===== config.mk =====
export PLATFORM = sky130hd
export DESIGN_NAME = mega2_video_timing
export DESIGN_NICKNAME = d
export VERILOG_FILES = /design/src/rtl/mega2_timing_pkg.sv /design/src/rtl/mega2_tick_div.sv /design/src/rtl/mega2_video_timing.sv
export SDC_FILE = /design/constraint.sdc
export NUM_CORES = 1
export LEC_CHECK = 0
export ABC_CLOCK_PERIOD_IN_PS = 3100
export CORE_AREA = 8 8 81 62
export DETAILED_ROUTE_END_ITERATION = 10
export DIE_AREA = 0 0 89 70
export HOLD_SLACK_MARGIN = 0.12
export PLACE_DENSITY = 0.78
export SETUP_SLACK_MARGIN = 0.2
export SLEW_MARGIN = 20
export SYNTH_ARGS = -nofsm -noshare
export SYNTH_HDL_FRONTEND = slang
export SYNTH_SLANG_ARGS = --single-unit

===== constraint.sdc =====
create_clock -name clk_14M -period 3.1 [get_ports clk_14M]
set_clock_uncertainty 0.05 [all_clocks]
set_input_delay 0.62 -clock clk_14M [delete_from_list [all_inputs] [get_ports clk_14M]]
set_output_delay 0.62 -clock clk_14M [all_outputs]
set_load 0.02 [all_outputs]

===== src/rtl/mega2_timing_pkg.sv =====
// Shared constants and helpers for the Mega II 1 MHz video timebase.
package mega2_timing_pkg;

    typedef enum logic {
        STD_NTSC = 1'b0,
        STD_PAL  = 1'b1
    } video_std_t;

    localparam logic [6:0] H_TOTAL   = 7'd65;
    localparam logic [6:0] H_BLANK   = 7'd25;
    localparam logic [6:0] STRETCH_H = 7'd64;

    localparam logic [8:0] NTSC_LINES        = 9'd262;
    localparam logic [8:0] PAL_LINES         = 9'd312;
    localparam logic [8:0] ACTIVE_LINES_TEXT = 9'd192;
    localparam logic [8:0] ACTIVE_LINES_SHR  = 9'd200;

    localparam logic [3:0] QSEC_NTSC  = 4'd15;
    localparam logic [3:0] QSEC_PAL_A = 4'd12;
    localparam logic [3:0] QSEC_PAL_B = 4'd13;

    // PAL alternates 12/13 frames so two quarters add up to exactly 25 frames.
    function automatic logic [3:0] qsec_frames(input video_std_t video_std,
                                               input logic       phase_b);
        logic [3:0] frames;
        frames = QSEC_NTSC;
        if (video_std == STD_PAL) begin
            frames = phase_b ? QSEC_PAL_B : QSEC_PAL_A;
        end
        return frames;
    endfunction

endpackage


===== src/rtl/mega2_tick_div.sv =====
// Divides frame wraps into quarter-second and one-second ticks.
module mega2_tick_div
    import mega2_timing_pkg::*;
(
    input  logic       clk_14M,
    input  logic       reset,
    input  logic       frame_wrap,
    input  logic       std_change,
    input  video_std_t video_std,
    output logic       qsec_tick,
    output logic       sec_tick
);

    logic [3:0] frame_cnt_reg;
    logic [3:0] frame_cnt_next;
    logic [1:0] quarter_reg;
    logic       phase_b_reg;
    logic       qsec_tick_reg;
    logic       sec_tick_reg;
    logic       quarter_done;

    assign frame_cnt_next = frame_cnt_reg + 4'd1;
    assign quarter_done   = (frame_cnt_next == qsec_frames(video_std, phase_b_reg));

    always_ff @(posedge clk_14M or posedge reset) begin
        if (reset) begin
            frame_cnt_reg <= '0;
            quarter_reg   <= '0;
            phase_b_reg   <= 1'b0;
            qsec_tick_reg <= 1'b0;
            sec_tick_reg  <= 1'b0;
        end else begin
            qsec_tick_reg <= 1'b0;
            sec_tick_reg  <= 1'b0;
            if (frame_wrap) begin
                // A standard switch restarts the whole second on the new frame rate.
                if (std_change) begin
                    frame_cnt_reg <= '0;
                    quarter_reg   <= '0;
                    phase_b_reg   <= 1'b0;
                end else if (quarter_done) begin
                    frame_cnt_reg <= '0;
                    quarter_reg   <= quarter_reg + 2'd1;
                    phase_b_reg   <= ~phase_b_reg;
                    qsec_tick_reg <= 1'b1;
                    sec_tick_reg  <= (quarter_reg == 2'd3);
                end else begin
                    frame_cnt_reg <= frame_cnt_next;
                end
            end
        end
    end

    assign qsec_tick = qsec_tick_reg;
    assign sec_tick  = sec_tick_reg;

endmodule


===== src/rtl/mega2_video_timing.sv =====
// Mega II 1 MHz video timebase: h/v counters, blanking, strobes and the
// divider stretch request for the long last cycle of each line.
module mega2_video_timing
    import mega2_timing_pkg::*;
#(
    parameter logic [6:0] P_H_TOTAL     = H_TOTAL,
    parameter logic [6:0] P_H_BLANK     = H_BLANK,
    parameter logic [6:0] P_STRETCH_H   = STRETCH_H,
    parameter logic [8:0] P_NTSC_LINES  = NTSC_LINES,
    parameter logic [8:0] P_PAL_LINES   = PAL_LINES,
    parameter logic [8:0] P_ACTIVE_TEXT = ACTIVE_LINES_TEXT,
    parameter logic [8:0] P_ACTIVE_SHR  = ACTIVE_LINES_SHR
)
(
    input  logic       clk_14M,
    input  logic       reset,
    input  logic       ph0_en,
    input  logic       pal,
    input  logic       shr,
    output logic       stretch,
    output logic [6:0] h_count,
    output logic [8:0] v_count,
    output logic       hbl,
    output logic       vbl,
    output logic       line_start,
    output logic       vbl_start,
    output logic       frame_start,
    output logic       qsec_tick,
    output logic       sec_tick
);

    logic [6:0] h_count_reg;
    logic [6:0] h_count_next;
    logic [8:0] v_count_reg;
    logic [8:0] v_count_next;
    logic       stretch_reg;
    logic       line_start_reg;
    logic       vbl_start_reg;
    logic       frame_start_reg;
    video_std_t video_std_reg;
    logic       shr_reg;
    logic       init_reg;

    logic [8:0] lines_total;
    logic [8:0] active_lines;
    logic       h_last;
    logic       v_last;
    logic       frame_wrap;
    logic       std_change;

    always_comb begin
        lines_total  = (video_std_reg == STD_PAL) ? P_PAL_LINES : P_NTSC_LINES;
        active_lines = shr_reg ? P_ACTIVE_SHR : P_ACTIVE_TEXT;
        h_last       = (h_count_reg == P_H_TOTAL - 7'd1);
        v_last       = (v_count_reg == lines_total - 9'd1);
        h_count_next = h_last ? 7'd0 : h_count_reg + 7'd1;
        v_count_next = v_count_reg;
        if (h_last) begin
            v_count_next = v_last ? 9'd0 : v_count_reg + 9'd1;
        end
    end

    assign frame_wrap = ph0_en && h_last && v_last;
    assign std_change = frame_wrap && (video_std_t'(pal) != video_std_reg);

    always_ff @(posedge clk_14M or posedge reset) begin
        if (reset) begin
            h_count_reg     <= '0;
            v_count_reg     <= '0;
            stretch_reg     <= 1'b0;
            line_start_reg  <= 1'b0;
            vbl_start_reg   <= 1'b0;
            frame_start_reg <= 1'b0;
            video_std_reg   <= STD_NTSC;
            shr_reg         <= 1'b0;
            init_reg        <= 1'b1;
        end else begin
            line_start_reg  <= 1'b0;
            vbl_start_reg   <= 1'b0;
            frame_start_reg <= 1'b0;
            init_reg        <= 1'b0;
            // Mode inputs only move at frame boundaries so a frame never changes shape midway.
            if (init_reg || frame_wrap) begin
                video_std_reg <= video_std_t'(pal);
                shr_reg       <= shr;
            end
            if (ph0_en) begin
                h_count_reg     <= h_count_next;
                v_count_reg     <= v_count_next;
                stretch_reg     <= (h_count_next == P_STRETCH_H);
                line_start_reg  <= h_last;
                vbl_start_reg   <= h_last && (v_count_next == active_lines);
                frame_start_reg <= h_last && v_last;
            end
        end
    end

    mega2_tick_div u_tick_div (
        .clk_14M    (clk_14M),
        .reset      (reset),
        .frame_wrap (frame_wrap),
        .std_change (std_change),
        .video_std  (video_std_reg),
        .qsec_tick  (qsec_tick),
        .sec_tick   (sec_tick)
    );

    assign stretch     = stretch_reg;
    assign h_count     = h_count_reg;
    assign v_count     = v_count_reg;
    assign hbl         = (h_count_reg < P_H_BLANK);
    assign vbl         = (v_count_reg >= active_lines);
    assign line_start  = line_start_reg;
    assign vbl_start   = vbl_start_reg;
    assign frame_start = frame_start_reg;

endmodule


==> impl_metrics.json, run 1 <==
{
  "status": "completed",
  "hpwl_mm": 3.190,
  "synth-compound-area-share_pct": 16.90,
  "worst_slew_pin_slew_ps": 658.5,
  "fillCellCount": 329,
  "drive_gt1_share_pct": 9.917,
  "hold_path.class": "reg2reg",
  "drt_wl_total_mm": 4.363,
  "multi_input_area_um2": 1035,
  "grt_start_max_net_pins": 33,
  "cp.arrival_ps": 2100,
  "worstReg2RegEnd": "u_tick_div.quarter_reg[1]",
  "final_net_count": 253,
  "synth-adder-area-share_pct": 4.516,
  "min_to": "u_tick_div.quarter_reg[0]",
  "fin_tns_setup_ps": 0,
  "switchingPower_mw": 0.3879,
  "initial_utilization_pct": 51.63,
  "ir_worst_vdd_mv": 0.4048,
  "wire_per_inst_um": 14.84,
  "pwr-share-comb_pct": 26.0,
  "cp_max_fo": 12,
  "grt.overflow.total": 0,
  "core_area_um2": 3756,
  "start_kind": "flop",
  "rows": 19,
  "fin_cells": 294,
  "cp-startpoint": "v_count[3]",
  "clkSinkCount": 32,
  "whs_path_depth": 1,
  "die_y_um": 70,
  "drt_iter0_drc": 146,
  "regArea_um2": 803.3,
  "htreeDepth": 2,
  "worstSetupPathType": "reg2out",
  "max_slew_margin_pct": 56.10,
  "viasPerCell": 5.568,
  "syn_area_per_cell_um2": 9.105,
  "r2r-start": "v_count[4]",
  "grt_usage_pct": 15.36,
  "synth_area_um2": 1939,
  "hold_buffers": 0,
  "fin_crit_sh_pct": 89.22,
  "synth-edff-count": 0,
  "fin_crit_ps": 2766,
  "clockRootBuffer": "clkbuf_8",
  "syn_inst": 213,
  "gp_congestion": 0.9085,
  "tritoncts": "built",
  "die_w_um": 89,
  "grt_antenna_before_repair": 0,
  "internal_power_mw": 0.7808,
  "numCtsBuffers": 5,
  "seq_area_frac_synth_pct": 41.35,
  "ios": 29,
  "rsz0062_at_grt": "no",
  "worst_slack_ps": 334.3,
  "synthXorXnorAreaFrac_pct": 4.516,
  "drt_pass1_iterations": 4,
  "synthArstFlopShare_pct": 100.0,
  "yosysWarnings": 0,
  "synthMuxAreaShare_pct": 3.290,
  "pwr-share-seq_pct": 46.3,
  "vias": 1637,
  "fmax_ghz": 0.3616,
  "post_synth_num_cell_types": 54,
  "synth_ff_type": "dfrtp_1",
  "dieArea_um2": 6230,
  "drc": 0,
  "power_density_nw_per_um2": 495.3,
  "post_cts_buffers": 0,
  "io_buffers": 28,
  "setup_violations": 0,
  "hold_violations": 0,
  "synth-seq-cells": 32,
  "clk_pin_slew_ps": 60,
  "worstSkewPairLatency_ps": 290,
  "pwr-share-clk_pct": 27.8,
  "power.leakage_nw": 1.032,
  "grt_pass1_wl_mm": 7.486,
  "power_switching_share_pct": 33.19,
  "syn2layout_area_growth_pct": 21.68,
  "synth-simple-area-share_pct": 23.94,
  "min-delay-start": "u_tick_div.quarter_reg[0]",
  "post_cts_resized": 0,
  "maxSlewViolCount": 0,
  "largest_reg_flops": 9,
  "synth_top_family_by_area": "simple AND/OR/NAND/NOR gates",
  "antenna_cells": 0,
  "synth_nets": 225,
  "antenna_left": 0,
  "worstSetupEndpointType": "primary output",
  "r2r_cells": 6,
  "post-place-cells": 286,
  "clockBufferDepth": 2,
  "dp_slack_ps": 529.9,
  "grt_pass1_vias": 1509,
  "reg2reg_setup_slack_ps": 510,
  "max_cap_violations": 0,
  "cp.required_ps": 2430
}
## cell type report
| class | instances | area share [%] |
|---|---|---|
| sequential | 32 | 34.04 |
| tap | 52 | 2.757 |
| multi-input combinational | 156 | 43.85 |
| clock buffer | 8 | 3.818 |
| inverter | 13 | 2.068 |
| timing repair buffer | 33 | 13.47 |
## power by group through the flow
stage / Clock (mW) / Sequential (mW) / Combinational (mW)
2_1_floorplan: 0 / 0.546 / 0.173
3_3_place_gp: 0 / 0.544 / 0.301
3_5_place_dp: 0 / 0.546 / 0.305
4_1_cts: 0.336 / 0.539 / 0.305
5_1_grt: 0.352 / 0.553 / 0.332
6_report: 0.324 / 0.541 / 0.303
## synthesized netlist by cell type, types with 3 or more instances
library cell | number | area, µm²
and3_1 | 5 | 31.28
o22ai_1 | 3 | 18.77
a22o_1 | 3 | 26.28
dfrtp_1 | 31 | 775.7
nor2_1 | 14 | 52.55
ha_1 | 7 | 87.58
nor4bb_1 | 3 | 30.03
nand3_1 | 8 | 40.04
o21ai_0 | 15 | 75.07
nor2b_1 | 4 | 25.02
nor4_1 | 3 | 18.77
xnor2_1 | 6 | 52.55
inv_1 | 12 | 45.04
nand4_1 | 3 | 18.77
mux2i_1 | 3 | 30.03
a21oi_1 | 4 | 20.02
nor3_1 | 7 | 35.03
o2111ai_1 | 3 | 26.28
clkbuf_1 | 10 | 37.54
a31oi_1 | 3 | 18.77
nand2_1 | 23 | 86.33
mux2_2 | 3 | 33.78
xor2_1 | 4 | 35.03
## metal layers
metal  vias to the layer above  share of wire, %  routed length, µm  track usage [%]
met5                         -                 0                  0                0
met4                         0               1.7                 72            6.066
met3                         8               8.6                376            5.374
met2                        55                40               1740            18.80
met1                       758                50               2173            23.06
li1                        816                 -                  -                -
## critical path: stages, from the launching register on
cell	delay, ps
dfrtp_2	480
inv_1	80
ha_1	280
nand2_1	50
o211ai_1	150
a31o_2	180
clkdlybuf4s50_1	600
## per-stage QoR
| step | hold slack (ps) | cell area [µm²] | total power, mW | util (%) |
|---|---|---|---|---|
| 2_1_floorplan | 406.9 | 1939 | 0.7192 | - |
| 3_3_place_gp | 427.2 | 2268 | 0.8457 | 60.39 |
| 3_5_place_dp | 444.2 | 2268 | 0.8504 | 60.39 |
| 4_1_cts | 452.4 | 2359 | 1.180 | 62.79 |
| 5_1_grt | 469.4 | 2360 | 1.237 | 62.82 |
| 6_report | 448.9 | 2360 | 1.169 | 62.82 |
## placed cells by master (no fill, tap or decap), types with 4 or more instances in the layout
| cell type | count |
|---|---|
| o21ai_0 | 15 |
| nand3_1 | 8 |
| nor3_1 | 7 |
| a21oi_1 | 4 |
| nor2_1 | 14 |
| buf_4 | 5 |
| nor2b_1 | 4 |
| xor2_1 | 4 |
| inv_1 | 12 |
| xnor2_1 | 6 |
| and3_1 | 5 |
| nand2_1 | 23 |
| dfrtp_1 | 30 |
| clkdlybuf4s50_1 | 28 |
| clkbuf_8 | 6 |
| ha_1 | 7 |
## worst max path at each step
stage | end | slack [ps]
6_report | vbl | 330
5_1_grt | vbl | 220
3_5_place_dp | u_tick_div.quarter_reg[1] | 530
3_3_place_gp | vbl | 600
2_1_floorplan | u_tick_div.sec_tick | 650
4_1_cts | vbl | 220
## cell families (layout without fill, tap and decap cells)
family	after synthesis	count (layout)
adder cells (fa/ha/maj)	7	7
buffers and inverters	25	54
AND/OR/NAND/NOR	86	86
XOR/XNOR	10	10
other	1	1
AO/OA/AOI/OAI	46	46
flip-flops	32	32
multiplexers	6	6
Note: power is estimated with default switching activity, not from simulation.
==> run 2: changes to the inputs <==
--- a/config.mk
+++ b/config.mk
@@ -6,13 +6,14 @@
 export NUM_CORES = 1
 export LEC_CHECK = 0
 export ABC_CLOCK_PERIOD_IN_PS = 3100
-export CORE_AREA = 8 8 81 62
+export CORE_AREA = 8 8 81 61
 export DETAILED_ROUTE_END_ITERATION = 10
-export DIE_AREA = 0 0 89 70
+export DIE_AREA = 0 0 89 69
 export HOLD_SLACK_MARGIN = 0.12
-export PLACE_DENSITY = 0.78
+export PLACE_DENSITY = 0.79
 export SETUP_SLACK_MARGIN = 0.2
 export SLEW_MARGIN = 20
 export SYNTH_ARGS = -nofsm -noshare
 export SYNTH_HDL_FRONTEND = slang
+export SYNTH_HIERARCHICAL = 1
 export SYNTH_SLANG_ARGS = --single-unit
==> run 2 against run 1 <==
Effect of this change: synthesized area down 0.65%; final area decreased by 1.2%; combinational power shrank 15%; final cell count shrank 4.8%; worst setup slack better by 250 ps; global-route usage is 0.42 points lower; hold slack worse by 1.8 ps; total power decreased by 6.0%; clock power grew 2%; largest power group unchanged; first-iteration DRC count decreased by 29%; die area down 1.4%.
==> impl_metrics.json, run 2 <==
{
  "status": "completed",
  "syn_inst": 199,
  "viasPerCell": 5.596,
  "crit_chain": "or4_4 -> a2111oi_4 -> and2_4 -> nand2b_1 -> or4_1 -> o311ai_1",
  "worst_slew_pin_slew_ps": 898.2,
  "syn_area_per_cell_um2": 9.683,
  "cp.required_ps": 3230,
  "worstSkewPairLatency_ps": 280,
  "ir_worst_vdd_mv": 0.3003,
  "htreeDepth": 2,
  "wire_per_inst_um": 15.24,
  "synth.area.top_cells": "dfrtp_1 40%, ha_1 4.5%, o21ai_0 3.6%, xnor2_1 3.2%, xor2_1 3.2%",
  "synth_area_um2": 1927,
  "seq_area_frac_synth_pct": 41.62,
  "fin_cells": 280,
  "drive_gt1_share_pct": 12.28,
  "critPathMaxStageDelay_ps": 580,
  "pwr-share-comb_pct": 23.6,
  "post-place-cells": 272,
  "die_y_um": 69,
  "drt_iter0_drc": 104,
  "fin_crit_sh_pct": 81.05,
  "io_buffers": 28,
  "final_net_count": 239,
  "clkSinkCount": 32,
  "worst_slack_ps": 587.4,
  "fin_tns_setup_ps": 0,
  "post_cts_resized": 0,
  "setup_violations": 0,
  "power_density_nw_per_um2": 471.1,
  "cp_max_fo": 12,
  "antenna_left": 0,
  "ios": 29,
  "tritoncts": "built",
  "final_common_cell": "dfrtp_1",
  "rows": 19,
  "antenna_cells": 0,
  "syn2layout_area_growth_pct": 21.04,
  "grt_usage_pct": 14.94,
  "synth-seq-cells": 32,
  "gp_congestion": 0.7990,
  "hpwl_mm": 3.140,
  "worstSetupEndpointType": "flop",
  "synth_nets": 211,
  "grt_pass1_vias": 1483,
  "hold_violations": 0,
  "clockBufferDepth": 2,
  "synth_ff_type": "dfrtp_1",
  "synth.most_common_cell": "dfrtp_1",
  "fin_util_pct": 62.09,
  "grt_start_max_net_pins": 24,
  "vias": 1567,
  "fin_crit_ps": 2513,
  "power.leakage_nw": 0.9973,
  "hold_buffers": 0,
  "max_cap_violations": 0,
  "drt_pass1_iterations": 4,
  "clockRootBuffer": "clkbuf_8",
  "synth-edff-count": 0,
  "post_synth_num_cell_types": 52,
  "hold_path.class": "reg2reg",
  "switchingPower_mw": 0.3433,
  "internal_power_mw": 0.7553,
  "path_buf_inv": 0,
  "layout_common_cells": "30 x dfrtp_1, 27 x clkdlybuf4s50_1, 15 x nand2_1, 15 x inv_1, 14 x o21ai_0",
  "numCtsBuffers": 5,
  "core_area_um2": 3756,
  "clk_pin_slew_ps": 70,
  "rsz0062_at_grt": "no",
  "synthArstFlopShare_pct": 100.0,
  "cp.arrival_ps": 2640,
  "drt_wl_total_mm": 4.266,
  "max_slew_margin_pct": 40.06,
  "grt_antenna_before_repair": 0,
  "maxSlewViolCount": 0,
  "dp_slack_ps": 543.2,
  "fmax_ghz": 0.3980,
  "drc": 0,
  "total_power_mw": 1.099,
  "synth_top_area_share_pct": 40.26,
  "pwr-share-seq_pct": 46.2,
  "place_area_um2": 2236,
  "grt.overflow.total": 0,
  "die_w_um": 89,
  "post_cts_buffers": 0,
  "largest_reg_flops": 9,
  "yosysWarnings": 6,
  "grt_pass1_wl_mm": 7.293,
  "fin_area_um2": 2332,
  "worstSetupPathType": "reg2reg",
  "initial_utilization_pct": 51.30,
  "hold_ws_ps": 447.1,
  "dieArea_um2": 6141,
  "yosysTopAreaCell": "dfrtp_1",
  "cp_slowest_cell": "or4_4",
  "yosys-top-cells-count": "31 x dfrtp_1, 15 x inv_1, 15 x nand2_1, 14 x o21ai_0, 13 x nor2_1",
  "power_switching_share_pct": 31.25,
  "pwr-share-clk_pct": 30.2,
  "crit_family": "simple AND/OR/NAND/NOR gates",
  "start_kind": "flop"
}
-- run 2: cell count changes after synthesis, sizes merged, moves of 4 or more --
cell    delta
nand2      -9
clkbuf     -5
nand2b     +4
nand4b     +4
o311ai     +4
-- run 2: final cells by class --
| type | instances | area [µm²] |
|---|---|---|
| well taps | 52 | 65.06 |
| multi-input cells | 142 | 1010 |
| fillers | 342 | 1424 |
| clock inverters | 2 | 10.01 |
| inverters | 15 | 56.30 |
| repair buffers | 31 | 305.3 |
| clock buffers | 6 | 82.58 |
| flip-flops and latches | 32 | 803.3 |
-- run 2: tightest hold or removal path: stages, from the launching register on --
cell and delay [ps]:
dfrtp_1 350, nand2b_1 60, o41ai_1 60
-- run 2: layer usage --
layer / share of wire, % / vias to the layer above / GRT usage (%)
li1: - / 771 / -
met1: 50 / 743 / 21.27
met2: 41 / 47 / 19.79
met3: 6.7 / 6 / 5.207
met4: 1.8 / 0 / 5.699
met5: 0 / - / 0
-- run 2: path summary, 6_finish.rpt --
check | slack (ps) | cells after the start | to | from
worst max-delay path | 590 | 6 | u_tick_div/quarter_reg[0] | v_count[1]
worst min-delay path | 450 | 2 | stretch | stretch
worst max register to register | 590 | 6 | u_tick_div/quarter_reg[0] | v_count[1]
worst min register to register | 450 | 2 | stretch | stretch
max in group asynchronous | 1590 | 2 | v_count[3] | reset
min in group asynchronous | 570 | 2 | u_tick_div/phase_b_reg | reset
-- run 2: power groups by stage --
stage / clock [mW] / sequential (mW) / combinational (mW)
floorplan: 0 / 0.530 / 0.136
global placement: 0 / 0.513 / 0.257
detailed placement: 0 / 0.517 / 0.261
CTS: 0.342 / 0.509 / 0.262
global route: 0.373 / 0.517 / 0.282
finish: 0.332 / 0.508 / 0.259
-- run 2: cells by family after synthesis --
logic type                 after synthesis  synth area share, %
and+or+nand+nor                         75                22.14
AOI/OAI and AO/OA                       41                16.30
DFF                                     32                41.62
buffers and inverters                   25                5.974
xor gates and xnor gates                14                6.364
adders and majority gates                7                4.545
muxes                                    4                2.857
other                                    1               0.1946
